--- src/rtl/spi_ram_slave_gen2.sv ---
// SPI slave with an integrated single-port RAM. MOSI and SS_n are sampled on the system clock.
// Defining SPI_RAM_AUTO_INC_EN makes wr_ptr/rd_ptr post-increment after each completed data frame.
module spi_ram_slave_gen2 #(
   parameter int ADDR_WIDTH = 8,
   parameter int DATA_WIDTH = 8,
   parameter int MEM_DEPTH  = 256
) (
   input  logic clk,
   input  logic rst,
   input  logic SS_n,
   input  logic MOSI,
   output logic MISO,
   output logic busy,
   output logic frame_abort
);
   localparam int PW = (ADDR_WIDTH > DATA_WIDTH) ? ADDR_WIDTH : DATA_WIDTH;
   localparam int FL = PW + 2;
   localparam int CW = $clog2(FL + 1);
   localparam logic [ADDR_WIDTH:0] DEPTH = (ADDR_WIDTH + 1)'(MEM_DEPTH);

   typedef enum logic [2:0] {IDLE, CHK_CMD, RX, RD_WAIT, TX, DONE} state_t;

   state_t                  state_q, state_d;
   logic [CW-1:0]           cnt_q, cnt_d;
   logic [FL-1:0]           rx_q, rx_d;
   logic [DATA_WIDTH-1:0]   tx_q, tx_d;
   logic                    miso_q, miso_d;
   logic                    abort_q, abort_d;
   logic                    exec_q, exec_d;
   logic [ADDR_WIDTH-1:0]   wr_ptr_q, wr_ptr_d;
   logic [ADDR_WIDTH-1:0]   rd_ptr_q, rd_ptr_d;
   logic                    mem_we;
   logic [DATA_WIDTH-1:0]   mem [MEM_DEPTH];

   function automatic logic in_range(input logic [ADDR_WIDTH-1:0] ptr);
      return {1'b0, ptr} < DEPTH;
   endfunction

`ifdef SPI_RAM_AUTO_INC_EN
   // Pointers at or beyond the last implemented word wrap back to 0.
   function automatic logic [ADDR_WIDTH-1:0] next_ptr(input logic [ADDR_WIDTH-1:0] ptr);
      return ({1'b0, ptr} >= DEPTH - 1'b1) ? '0 : ptr + 1'b1;
   endfunction
`endif

   always_comb begin
      state_d  = state_q;
      cnt_d    = cnt_q;
      rx_d     = rx_q;
      tx_d     = tx_q;
      miso_d   = miso_q;
      abort_d  = 1'b0;
      exec_d   = 1'b0;
      wr_ptr_d = wr_ptr_q;
      rd_ptr_d = rd_ptr_q;
      mem_we   = 1'b0;

      // A completed non-read frame is executed one edge after its last bit.
      if (exec_q) begin
         case (rx_q[FL-1:FL-2])
            2'b00: wr_ptr_d = rx_q[ADDR_WIDTH-1:0];
            2'b01: begin
               mem_we = in_range(wr_ptr_q);
`ifdef SPI_RAM_AUTO_INC_EN
               wr_ptr_d = next_ptr(wr_ptr_q);
`endif
            end
            2'b10: rd_ptr_d = rx_q[ADDR_WIDTH-1:0];
            default: ;
         endcase
      end

      if (SS_n && (state_q inside {CHK_CMD, RX, RD_WAIT, TX})) begin
         state_d = IDLE;
         abort_d = 1'b1;
         miso_d  = 1'b0;
         cnt_d   = '0;
      end else begin
         case (state_q)
            IDLE: if (!SS_n) state_d = CHK_CMD;
            CHK_CMD, RX: begin
               rx_d    = {rx_q[FL-2:0], MOSI};
               cnt_d   = cnt_q + 1'b1;
               state_d = RX;
               if (state_q == RX && cnt_q == CW'(FL - 1)) begin
                  cnt_d = '0;
                  if (rx_d[FL-1:FL-2] == 2'b11) begin
                     state_d = RD_WAIT;
                  end else begin
                     state_d = DONE;
                     exec_d  = 1'b1;
                  end
               end
            end
            RD_WAIT: begin
               tx_d    = in_range(rd_ptr_q) ? mem[rd_ptr_q] : '0;
               cnt_d   = '0;
               state_d = TX;
            end
            TX: begin
               if (cnt_q == CW'(DATA_WIDTH)) begin
                  miso_d  = 1'b0;
                  cnt_d   = '0;
                  state_d = DONE;
`ifdef SPI_RAM_AUTO_INC_EN
                  rd_ptr_d = next_ptr(rd_ptr_q);
`endif
               end else begin
                  miso_d = tx_q[DATA_WIDTH-1];
                  tx_d   = tx_q << 1;
                  cnt_d  = cnt_q + 1'b1;
               end
            end
            DONE: if (SS_n) state_d = IDLE;
            default: state_d = IDLE;
         endcase
      end
   end

   always_ff @(posedge clk) begin
      if (rst) begin
         state_q  <= IDLE;
         cnt_q    <= '0;
         rx_q     <= '0;
         tx_q     <= '0;
         miso_q   <= 1'b0;
         abort_q  <= 1'b0;
         exec_q   <= 1'b0;
         wr_ptr_q <= '0;
         rd_ptr_q <= '0;
      end else begin
         state_q  <= state_d;
         cnt_q    <= cnt_d;
         rx_q     <= rx_d;
         tx_q     <= tx_d;
         miso_q   <= miso_d;
         abort_q  <= abort_d;
         exec_q   <= exec_d;
         wr_ptr_q <= wr_ptr_d;
         rd_ptr_q <= rd_ptr_d;
      end
   end

   // RAM contents survive reset; only the write strobe is blocked by it.
   always_ff @(posedge clk) begin
      if (mem_we && !rst) mem[wr_ptr_q] <= rx_q[DATA_WIDTH-1:0];
   end

   assign MISO        = miso_q;
   assign busy        = (state_q != IDLE);
   assign frame_abort = abort_q;
endmodule

--- config.mk ---
export PLATFORM = sky130hd
export DESIGN_NAME = spi_ram_slave_gen2
export DESIGN_NICKNAME = d
export VERILOG_FILES = /design/src/rtl/spi_ram_slave_gen2.sv
export SDC_FILE = /design/constraint.sdc
export NUM_CORES = 2
export LEC_CHECK = 0
export ABC_AREA = 1
export ABC_CLOCK_PERIOD_IN_PS = 8300
export CELL_PAD_IN_SITES_DETAIL_PLACEMENT = 1
export CELL_PAD_IN_SITES_GLOBAL_PLACEMENT = 1
export CORE_MARGIN = 5
export CORE_UTILIZATION = 45
export DETAILED_ROUTE_END_ITERATION = 7
export HOLD_SLACK_MARGIN = 0.08
export PLACE_DENSITY_LB_ADDON = 0.1
export SKIP_CTS_REPAIR_TIMING = 1
export SLEW_MARGIN = 20
export SYNTH_ARGS = -nofsm -noshare
export SYNTH_HDL_FRONTEND = slang
export SYNTH_SLANG_ARGS = --single-unit
--- constraint.sdc ---
create_clock -name clk -period 8.3 [get_ports clk]
set_input_delay 1.66 -clock clk [delete_from_list [all_inputs] [get_ports clk]]
set_output_delay 1.66 -clock clk [all_outputs]
set_load 0.005 [all_outputs]
==> flow_summary.toml <==
[timing]
fin_crit_sh_pct = 58.1
fmax_ghz = 0.207
grt_setup_unrepaired = "false"
fin_tns_setup_ns = 0
fin_skew_ns = 0.0320
slew_violations = 0
max_slew_margin_pct = 18.2
finalSetupViolCount = 0
period_minus_slack_ns = 4.82
worst_slew_pin_slew_ns = 1.23
finalHoldViolCount = 0

[power_and_ir_drop]
ir_drop_uv = 182
power_density_nw_per_um2 = 243
finalPower_mw = 22.9
p_leak_nw = 32.5

[synth]
synthesis.nets = 7198
ys_ff_latch = 2100
syn-instance-count = 7191
synth_adder_area_share_pct = 0.0442
yosys_warnings = 0
avgSynthCellArea_um2 = 11.8
muxShareOfSynthArea_pct = 0
ys_types = 24
synth_compound_area_share_pct = 0.430
yosysSeqAreaShare_pct = 73.6
synth_top_family_by_area = "simple AND/OR/NAND/NOR gates"
synthSimpleGateAreaFrac_pct = 22.8
syn-cell-area_um2 = 84900
synthXorXnorAreaFrac_pct = 0.0103

[clock_tree]
cts_buffer_depth = 3
tritoncts = "yes"
clock-root-buffer = "clkbuf_16"
clk_pin_slew_ns = 0.06
cts_buffers = 216
clock-sinks = 2100
clk_latency_ns = 0.87
h-tree-depth = 4

[drt]
ant_nets = 0
drtIter0Drc = 5053
via_per_inst = 5.72
firstDrtPassIters = 6
dr_total_vias = 55500
drc = 0
drt-total-wl_mm = 261
wire_per_inst_um = 27.0

[global_routing]
grt_overflow = 0
grt_max_degree = 215
antenna_found_initial = 7
grt_pass1_wl_mm = 380
grt_pass1_vias = 56800
grt_use_total_pct = 26.1

[run_status]
status = "complete, no violations"

[floorplan]
rows = 159
die_h_um = 444
start_util_pct = 45.2
fp.dieArea_um2 = 198000
die_x_um = 444
core_area_um2 = 188000
io_pins = 7

[setup_path]
start_kind = "input pin"
end_kind = "register"
worst-path-max-fanout = 10
timing.reg2reg.setup_slack_ns = 4.17
ff2ff_path_depth = 13
critPathArrivalTime_ns = 5.33
worstPathRequired_ns = 8.80
crit_type = "in -> reg"

[finish]
synthToLayoutAreaGrowth_pct = 10.8
postLayoutCellArea_um2 = 94100
final_cells = 9697
nNetsFinal = 7013
final_core_util_pct = 50.1
drive_gt1_share_pct = 6.38

[placed_design]
numPortBuffers = 6
placed_cells = 9283
placed_area_um2 = 86600
dp_hpwl_mm = 148
gp_congestion = 0.844

[flow_run]
cap_violations = 0

[min_path]
hold_depth = 2
hp-class = "reg -> reg"
layer usage:
metal | wire [µm] | GRT usage [%]
met1 | 113000 | 36.3
met2 | 123000 | 42.5
met3 | 16200 | 3.86
met4 | 8680 | 8.83
met5 | 0 | 0
flip-flops by register name, indices dropped and copies added (netlist names), named ones only:
register	cells
MISO	1
state_q	3
cnt_q	4
rd_ptr_q	8
frame_abort	1
exec_q	1
tx_q	8
rx_q	10
mem	2048
wr_ptr_q	8
worst paths after layout:
| check | startpoint | end |
|---|---|---|
| hold reg to reg | tx_q[2]$_SDFFE_PP0P_ | tx_q[2]$_SDFFE_PP0P_ |
| setup / recovery | rst | mem[219][7]$_DFFE_PP_ |
| hold / removal | tx_q[2]$_SDFFE_PP0P_ | tx_q[2]$_SDFFE_PP0P_ |
| setup reg to reg | register | tx_q[7]$_SDFFE_PP0P_ |
cell usage after synthesis:
cell / instances / area [µm²]
nand2_1: 2150 / 8070
o21ai_0: 28 / 140
o21bai_1: 1 / 7.51
clkbuf_1: 126 / 473
nor2_1: 291 / 1090
buf_8: 1 / 15.0
buf_6: 13 / 146
xor2_1: 1 / 8.76
buf_2: 242 / 1210
a22oi_1: 1 / 7.51
dfxtp_1: 52 / 1040
nor3_1: 10 / 50.1
o21ai_1: 1 / 5.00
ha_1: 3 / 37.5
edfxtp_1: 2048 / 61500
buf_1: 61 / 229
buf_4: 47 / 353
clkinv_2: 1 / 5.00
nand4_1: 2 / 12.5
or2_2: 1 / 6.26
nand3_1: 2026 / 10100
inv_1: 42 / 158
a21oi_1: 41 / 205
inv_2: 2 / 7.51
stage by stage:
step	hold slack (ns)	worst slack, ns
global placement	0.453	2.74
finish	0.472	3.48
detailed placement	0.458	2.69
CTS	0.468	3.60
floorplan	0.443	3.81
global route	0.497	3.31
critical path: stages:
cell and delay [ns]:
clkdlybuf4s50_1 0.80, inv_1 0.23, nand4_1 0.21, nor3_1 0.65
nand2_2 0.65, buf_4 0.50, nor2_1 0.57
final cells by class:
| type | count | area, µm² |
|---|---|---|
| Antenna cell | 4 | 10.0 |
| Clock buffer | 254 | 5820 |
| Clock inverter | 156 | 1700 |
| Fill cell | 19300 | 93700 |
| Inverter | 45 | 203 |
| Multi-Input combinational cell | 4556 | 19800 |
| Sequential cell | 2100 | 62600 |
| Tap cell | 2495 | 3120 |
| Timing Repair Buffer | 87 | 843 |
cell usage in the layout (no fill, tap or decap), types with 10 or more instances in the layout:
cell,netlist,layout
inv_1,42,40
clkinv_1,0,44
clkbuf_1,126,24
o21ai_0,28,28
buf_4,47,67
nand3_1,2026,2026
nor2_1,291,291
dfxtp_1,52,39
buf_12,0,14
nand2_1,2150,2134
dfxtp_4,0,13
a21oi_1,41,41
nor3_1,10,10
clkinv_2,1,46
edfxtp_1,2048,2048
nand2_2,0,13
bufinv_16,0,34
clkbuf_16,0,228
clkinvlp_4,0,15
power by group:
| group | internal, mW | total (mW) | switching (mW) |
|---|---|---|---|
| Sequential | 11.9 | 12.0 | 0.105 |
| Clock | 6.06 | 10.2 | 4.14 |
| Combinational | 0.0520 | 0.640 | 0.588 |
| Total | 18.1 | 22.9 | 4.84 |
kinds of logic after synthesis:
family,count (synthesis)
AOI/OAI and AO/OA,72
xor gates and xnor gates,1
adders and majority gates,3
buffers and inverters,535
DFF,2100
and+or+nand+nor,4480
No activity file was read; power rests on OpenSTA's default activity.
